<file path="config.mk">
export PLATFORM = sky130hd
export DESIGN_NAME = muldiv_unit
export DESIGN_NICKNAME = d
export VERILOG_FILES = /design/src/rtl/muldiv_unit.sv
export SDC_FILE = /design/constraint.sdc
export NUM_CORES = 1
export LEC_CHECK = 0
export ABC_AREA = 1
export CAP_MARGIN = 20
export CORE_MARGIN = 4
export CORE_UTILIZATION = 35
export CTS_CLUSTER_DIAMETER = 120
export CTS_CLUSTER_SIZE = 28
export DETAILED_ROUTE_END_ITERATION = 10
export HOLD_SLACK_MARGIN = 0.06
export SYNTH_ARGS = -nofsm -noshare
export SYNTH_HDL_FRONTEND = slang
export SYNTH_SLANG_ARGS = --single-unit
</file>
<file path="constraint.sdc">
create_clock -name clk -period 2.3 [get_ports clk]
set_input_delay 0.345 -clock clk [delete_from_list [all_inputs] [get_ports clk]]
set_output_delay 0.345 -clock clk [all_outputs]
set_load 0.01 [all_outputs]
</file>
<file path="src/rtl/muldiv_unit.sv">
// Iterative unsigned multiply/divide unit: 32-step shift-add multiply and restoring divide,
// finishing with a single register-file write-back beat.
module muldiv_unit #(
    parameter int DATA_W     = 32,
    parameter int REG_ADDR_W = 5
) (
    input  logic                  clk,
    input  logic                  rst,
    input  logic                  start,
    input  logic [1:0]            op,
    input  logic [DATA_W-1:0]     a,
    input  logic [DATA_W-1:0]     b,
    input  logic [REG_ADDR_W-1:0] dest_reg,
    output logic                  busy,
    output logic                  wb_en,
    output logic [REG_ADDR_W-1:0] wb_reg,
    output logic [DATA_W-1:0]     wb_data
);
    // state  | meaning
    // S_IDLE | waiting for start; operands latched on the accepting edge
    // S_RUN  | one multiply/divide iteration per edge, DATA_W edges total
    // S_DONE | single write-back cycle, wb_en high
    localparam int CNT_W = $clog2(DATA_W);

    typedef enum logic [1:0] {S_IDLE, S_RUN, S_DONE} state_t;

    state_t                state_q,   state_d;
    logic [CNT_W-1:0]      cnt_q,     cnt_d;
    logic [1:0]            op_q,      op_d;
    logic [DATA_W-1:0]     opnd_q,    opnd_d;
    logic [REG_ADDR_W-1:0] dest_q,    dest_d;
    logic [2*DATA_W-1:0]   acc_q,     acc_d;
    logic [REG_ADDR_W-1:0] wb_reg_q,  wb_reg_d;
    logic [DATA_W-1:0]     wb_data_q, wb_data_d;

    logic [DATA_W:0]       mul_sum;
    logic [2*DATA_W-1:0]   mul_next;
    logic [DATA_W:0]       div_rem;
    logic [DATA_W:0]       div_diff;
    logic                  div_ge;
    logic [2*DATA_W-1:0]   div_next;
    logic [2*DATA_W-1:0]   iter_next;

    // acc holds {hi, lo}: MUL keeps the multiplier in lo and shifts right,
    // DIVU keeps {remainder, dividend/quotient} and shifts left.
    always_comb begin
        mul_sum  = {1'b0, acc_q[2*DATA_W-1:DATA_W]}
                 + (acc_q[0] ? {1'b0, opnd_q} : {(DATA_W+1){1'b0}});
        mul_next = {mul_sum, acc_q[DATA_W-1:1]};

        div_rem  = acc_q[2*DATA_W-1:DATA_W-1];
        div_diff = div_rem - {1'b0, opnd_q};
        div_ge   = ~div_diff[DATA_W];
        div_next = {(div_ge ? div_diff[DATA_W-1:0] : div_rem[DATA_W-1:0]),
                    acc_q[DATA_W-2:0], div_ge};

        iter_next = op_q[1] ? div_next : mul_next;
    end

    always_comb begin
        state_d   = state_q;
        cnt_d     = cnt_q;
        op_d      = op_q;
        opnd_d    = opnd_q;
        dest_d    = dest_q;
        acc_d     = acc_q;
        wb_reg_d  = wb_reg_q;
        wb_data_d = wb_data_q;

        case (state_q)
            S_IDLE: begin
                if (start) begin
                    op_d   = op;
                    dest_d = dest_reg;
                    cnt_d  = '0;
                    opnd_d = op[1] ? b : a;
                    acc_d  = {{DATA_W{1'b0}}, (op[1] ? a : b)};
                    if (op[1] && (b == '0)) begin
                        state_d   = S_DONE;
                        wb_reg_d  = dest_reg;
                        wb_data_d = op[0] ? a : {DATA_W{1'b1}};
                    end else begin
                        state_d = S_RUN;
                    end
                end
            end
            S_RUN: begin
                acc_d = iter_next;
                cnt_d = cnt_q + 1'b1;
                if (cnt_q == CNT_W'(DATA_W - 1)) begin
                    state_d   = S_DONE;
                    wb_reg_d  = dest_q;
                    // odd ops (MUL hi, DIVU rem) take the upper half
                    wb_data_d = op_q[0] ? iter_next[2*DATA_W-1:DATA_W]
                                        : iter_next[DATA_W-1:0];
                end
            end
            S_DONE: begin
                state_d = S_IDLE;
            end
            default: begin
                state_d = S_IDLE;
            end
        endcase
    end

    always_ff @(posedge clk) begin
        if (rst) begin
            state_q   <= S_IDLE;
            cnt_q     <= '0;
            op_q      <= '0;
            opnd_q    <= '0;
            dest_q    <= '0;
            acc_q     <= '0;
            wb_reg_q  <= '0;
            wb_data_q <= '0;
        end else begin
            state_q   <= state_d;
            cnt_q     <= cnt_d;
            op_q      <= op_d;
            opnd_q    <= opnd_d;
            dest_q    <= dest_d;
            acc_q     <= acc_d;
            wb_reg_q  <= wb_reg_d;
            wb_data_q <= wb_data_d;
        end
    end

    assign busy    = (state_q != S_IDLE);
    assign wb_en   = (state_q == S_DONE);
    assign wb_reg  = wb_reg_q;
    assign wb_data = wb_data_q;
endmodule

</file>
==> results.cfg <==
[setup_path]
worstPathArrival_ns = 2.87
endpoint_kind = flip-flop
r2r-start = opnd_q[12]$_SDFFE_PP0P_
r2r_cells = 18
path_cells = inv_1, ha_4, nand2_2, nor2_4, nand2_1, clkinv_1, nand2_2, nand2_4, nand2_4, nand2_4, nand2_4, nand2_8, clkbuf_16, nand2_1, nand3_2, nand3_1, nand2_1, a21oi_2
crit_path_max_incr_delay_ns = 0.41
path_depth = 18
critical_path_class = reg2reg
required_ns = 2.63
rr_endpoint = wb_data[3]$_SDFFE_PP0P_
crit_slowest_cell = dfxtp_2
crit_start = opnd_q[12]$_SDFFE_PP0P_
critPathMaxFanout = 7
worst-path-buf-inv = 3
r2r_setup_slack_ns = -0.23
path_common_cell = nand2_4
cp-endpoint = wb_data[3]$_SDFFE_PP0P_
critPathTopFamily = simple AND/OR/NAND/NOR gates
worst_setup_path_start_kind = flip-flop

[global_routing]
grt-ovfl-total = 0
grtUsageMet2_pct = 39.5
grt_pass1_wl_um = 85900
top_usage_layer = met2
grtUsageMet1_pct = 39.1
grtUsageMet3_pct = 3.05
grt_max_degree = 100
grt_usage_pct = 26.1
antenna_found_initial = 1
grt_pass1_vias = 15650

[sta]
worstMarginPinSlew_ns = 0.806
min_period_ns = 2.53
hold_violations = 0
slew_viol_final = 0
fmax_mhz = 395
fin_skew_ns = 0.0142
finalWorstSetupSlack_ns = -0.233
rsz0062_at_grt = true
relSlewSlack_pct = 46.3
setup_violations = 65
fin_crit_sh_pct = 110

[power_and_ir_drop]
internal-power_uw = 6370
pwr-share-seq_pct = 27.9
p_per_area_nw_per_um2 = 548
p_sw_share_pct = 42.1
p_leak_uw = 0.00972
pwr-share-comb_pct = 44.9
vdd_drop_max_mv = 0.755
pwr-share-clk_pct = 27.2
p_total_uw = 11000
p_sw_uw = 4620

[clock_network]
cts_sinks = 147
root_buffer = clkbuf_16
clock_latency_ns = 0.45
cts_buffer_depth = 2
clk_pin_slew_ns = 0.07
cts_tree = built
numCtsBuffers = 17
ctsHoldBuffers = 0
htreeDepth = 4

[route]
detail_route.wl_per_cell_um = 17.8
antenna_left = 0
drt_iter0_markers = 1449
drc = 0
via_per_inst = 5.22
routed_wl_um = 56900
vias = 16717
firstDrtPassIters = 5

[synth]
syn_area_um2 = 13200
synth_cells = 2332
synth_ff_type = dfxtp_1
yosysSeqAreaShare_pct = 22.3
ys_async_sr_fraction_pct = 0
syn_nets = 2474
synth_seq_cells = 147
synth.avg_cell_area_um2 = 5.65
synth_top_area_share_pct = 24.7
yosys.area.top_type = nand2_1
ys_types = 48
ys_top_cells_by_area = nand2_1 25%, dfxtp_1 22%, inv_1 11%
synth_enable_flop_cells = 0
yosys_warnings = 0

[finish]
fin_cells = 3205
largest-register = acc_q
utilization_pct = 54.4
area_delta_synth_final_pct = 52.0
final_cell_mix = 739 x nand2_1, 350 x inv_1, 298 x buf_4, 135 x o21ai_0, 112 x dfxtp_1
drive_gt1_share_pct = 31.0
largest_register_ffs = 64
layout.nets = 2829
mostFrequentLayoutCell = nand2_1

[floorplanning]
start_util_pct = 35.8
die_height_um = 202
io_pins = 113
std_cell_rows = 70
die_area_um2 = 40800
die_w_um = 202
coreArea_um2 = 36900

[placed_design]
gp_congestion = 0.960
place_inst = 3144
hpwl_um = 41700
portBuffers = 112

[worst_hold_path]
worstHoldPathCells = 5
min_path_type = in2reg
hold_start = rst

[flow_run]
cap_violations = 0

[run_status]
outcome = complete, but fails checks
violations = negative setup slack
## layout make-up
cell class | instances | area [um2]
Clock buffer | 17 | 425
Multi-Input combinational cell | 1705 | 10500
Antenna cell | 1 | 2.50
Timing Repair Buffer | 439 | 3900
Tap cell | 504 | 631
Inverter | 377 | 1420
Clock inverter | 15 | 180
Fill cell | 3614 | 16800
Sequential cell | 147 | 3010
## per-stage QoR
step | setup TNS, ns | setup WS [ns] | hold WS, ns | cell area (um2)
5_1_grt | -16.35 | -0.356 | 0.506 | 20000
3_3_place_gp | -14.85 | -0.447 | 0.453 | 16900
6_report | -9.01 | -0.233 | 0.451 | 20000
3_5_place_dp | -16.70 | -0.472 | 0.464 | 16900
2_1_floorplan | -0.00964 | -0.00964 | 0.445 | 13200
4_1_cts | -9.24 | -0.241 | 0.445 | 18000
## kinds of logic (layout without fill, tap and decap cells)
family          count (synthesis)  count (layout)  share of synthesized area, %
simple gates                 1175            1175                          36.3
buf+inv                       480             848                          14.3
compound gates                444             444                          19.4
flops                         147             147                          22.3
fa+ha+maj                      68              68                          6.57
xor+xnor                       15              15                         0.996
mux                             3               3                         0.228
other cells                     0               1                             0
## power groups by stage
| stage | Combinational [uW] | Sequential [uW] | Clock, uW |
|---|---|---|---|
| global route | 5350 | 3080 | 3120 |
| CTS | 4280 | 3030 | 3010 |
| floorplan | 2300 | 3020 | 0 |
| finish | 4930 | 3060 | 2990 |
| detailed placement | 4180 | 3080 | 0 |
| global placement | 4170 | 3080 | 0 |
## layer usage
layer | vias up | share of wire, %
met2 | 719 | 43
li1 | 8128 | -
met3 | 101 | 7.9
met4 | 2 | 2.6
met1 | 7767 | 46
met5 | - | 0.030
## repair_timing
| item | in CTS | in global routing |
|---|---|---|
| pin swaps | 18 | 96 |
| cloned | 1 | 5 |
| buffers inserted | 6 | 16 |
| gates resized for setup | 106 | 437 |
| endpoints found under the setup margin | 65 | 65 |
## how the worst min path moves through the flow
stage	endpoint	slack (ns)
2_1_floorplan	cnt_q[4]$_SDFFE_PP0P_	0.45
3_3_place_gp	cnt_q[4]$_SDFFE_PP0P_	0.45
3_5_place_dp	cnt_q[3]$_SDFFE_PP0P_	0.46
4_1_cts	acc_q[24]$_SDFFE_PP0P_	0.44
5_1_grt	cnt_q[1]$_SDFFE_PP0P_	0.51
6_report	acc_q[24]$_SDFFE_PP0P_	0.45
## cell usage after synthesis (2+ instances only)
cell	count
a21o_1	6
a21oi_1	152
a21oi_2	22
a221oi_1	17
a31oi_1	42
and2_1	7
and3_1	2
buf_2	13
buf_4	4
buf_6	4
clkbuf_1	80
clkinv_1	4
dfxtp_1	147
fa_1	2
ha_1	66
inv_1	371
inv_2	2
mux2i_1	3
nand2_1	869
nand2_2	18
nand2_4	2
nand3_1	122
nand3b_1	6
nand4_1	13
nor2_1	101
nor2_2	4
nor3_1	14
nor4_1	9
o211a_1	2
o211ai_1	28
o21a_1	3
o21ai_0	160
o21ai_1	2
o21bai_1	4
o221ai_1	2
or2_2	4
xnor2_1	8
xor2_1	7
## worst min-delay path: stages
cell,delay (ns)
buf_2,0.09
inv_2,0.04
buf_12,0.22
nand2_1,0.11
inv_1,0.03
Note: power is estimated with default switching activity, not from simulation.
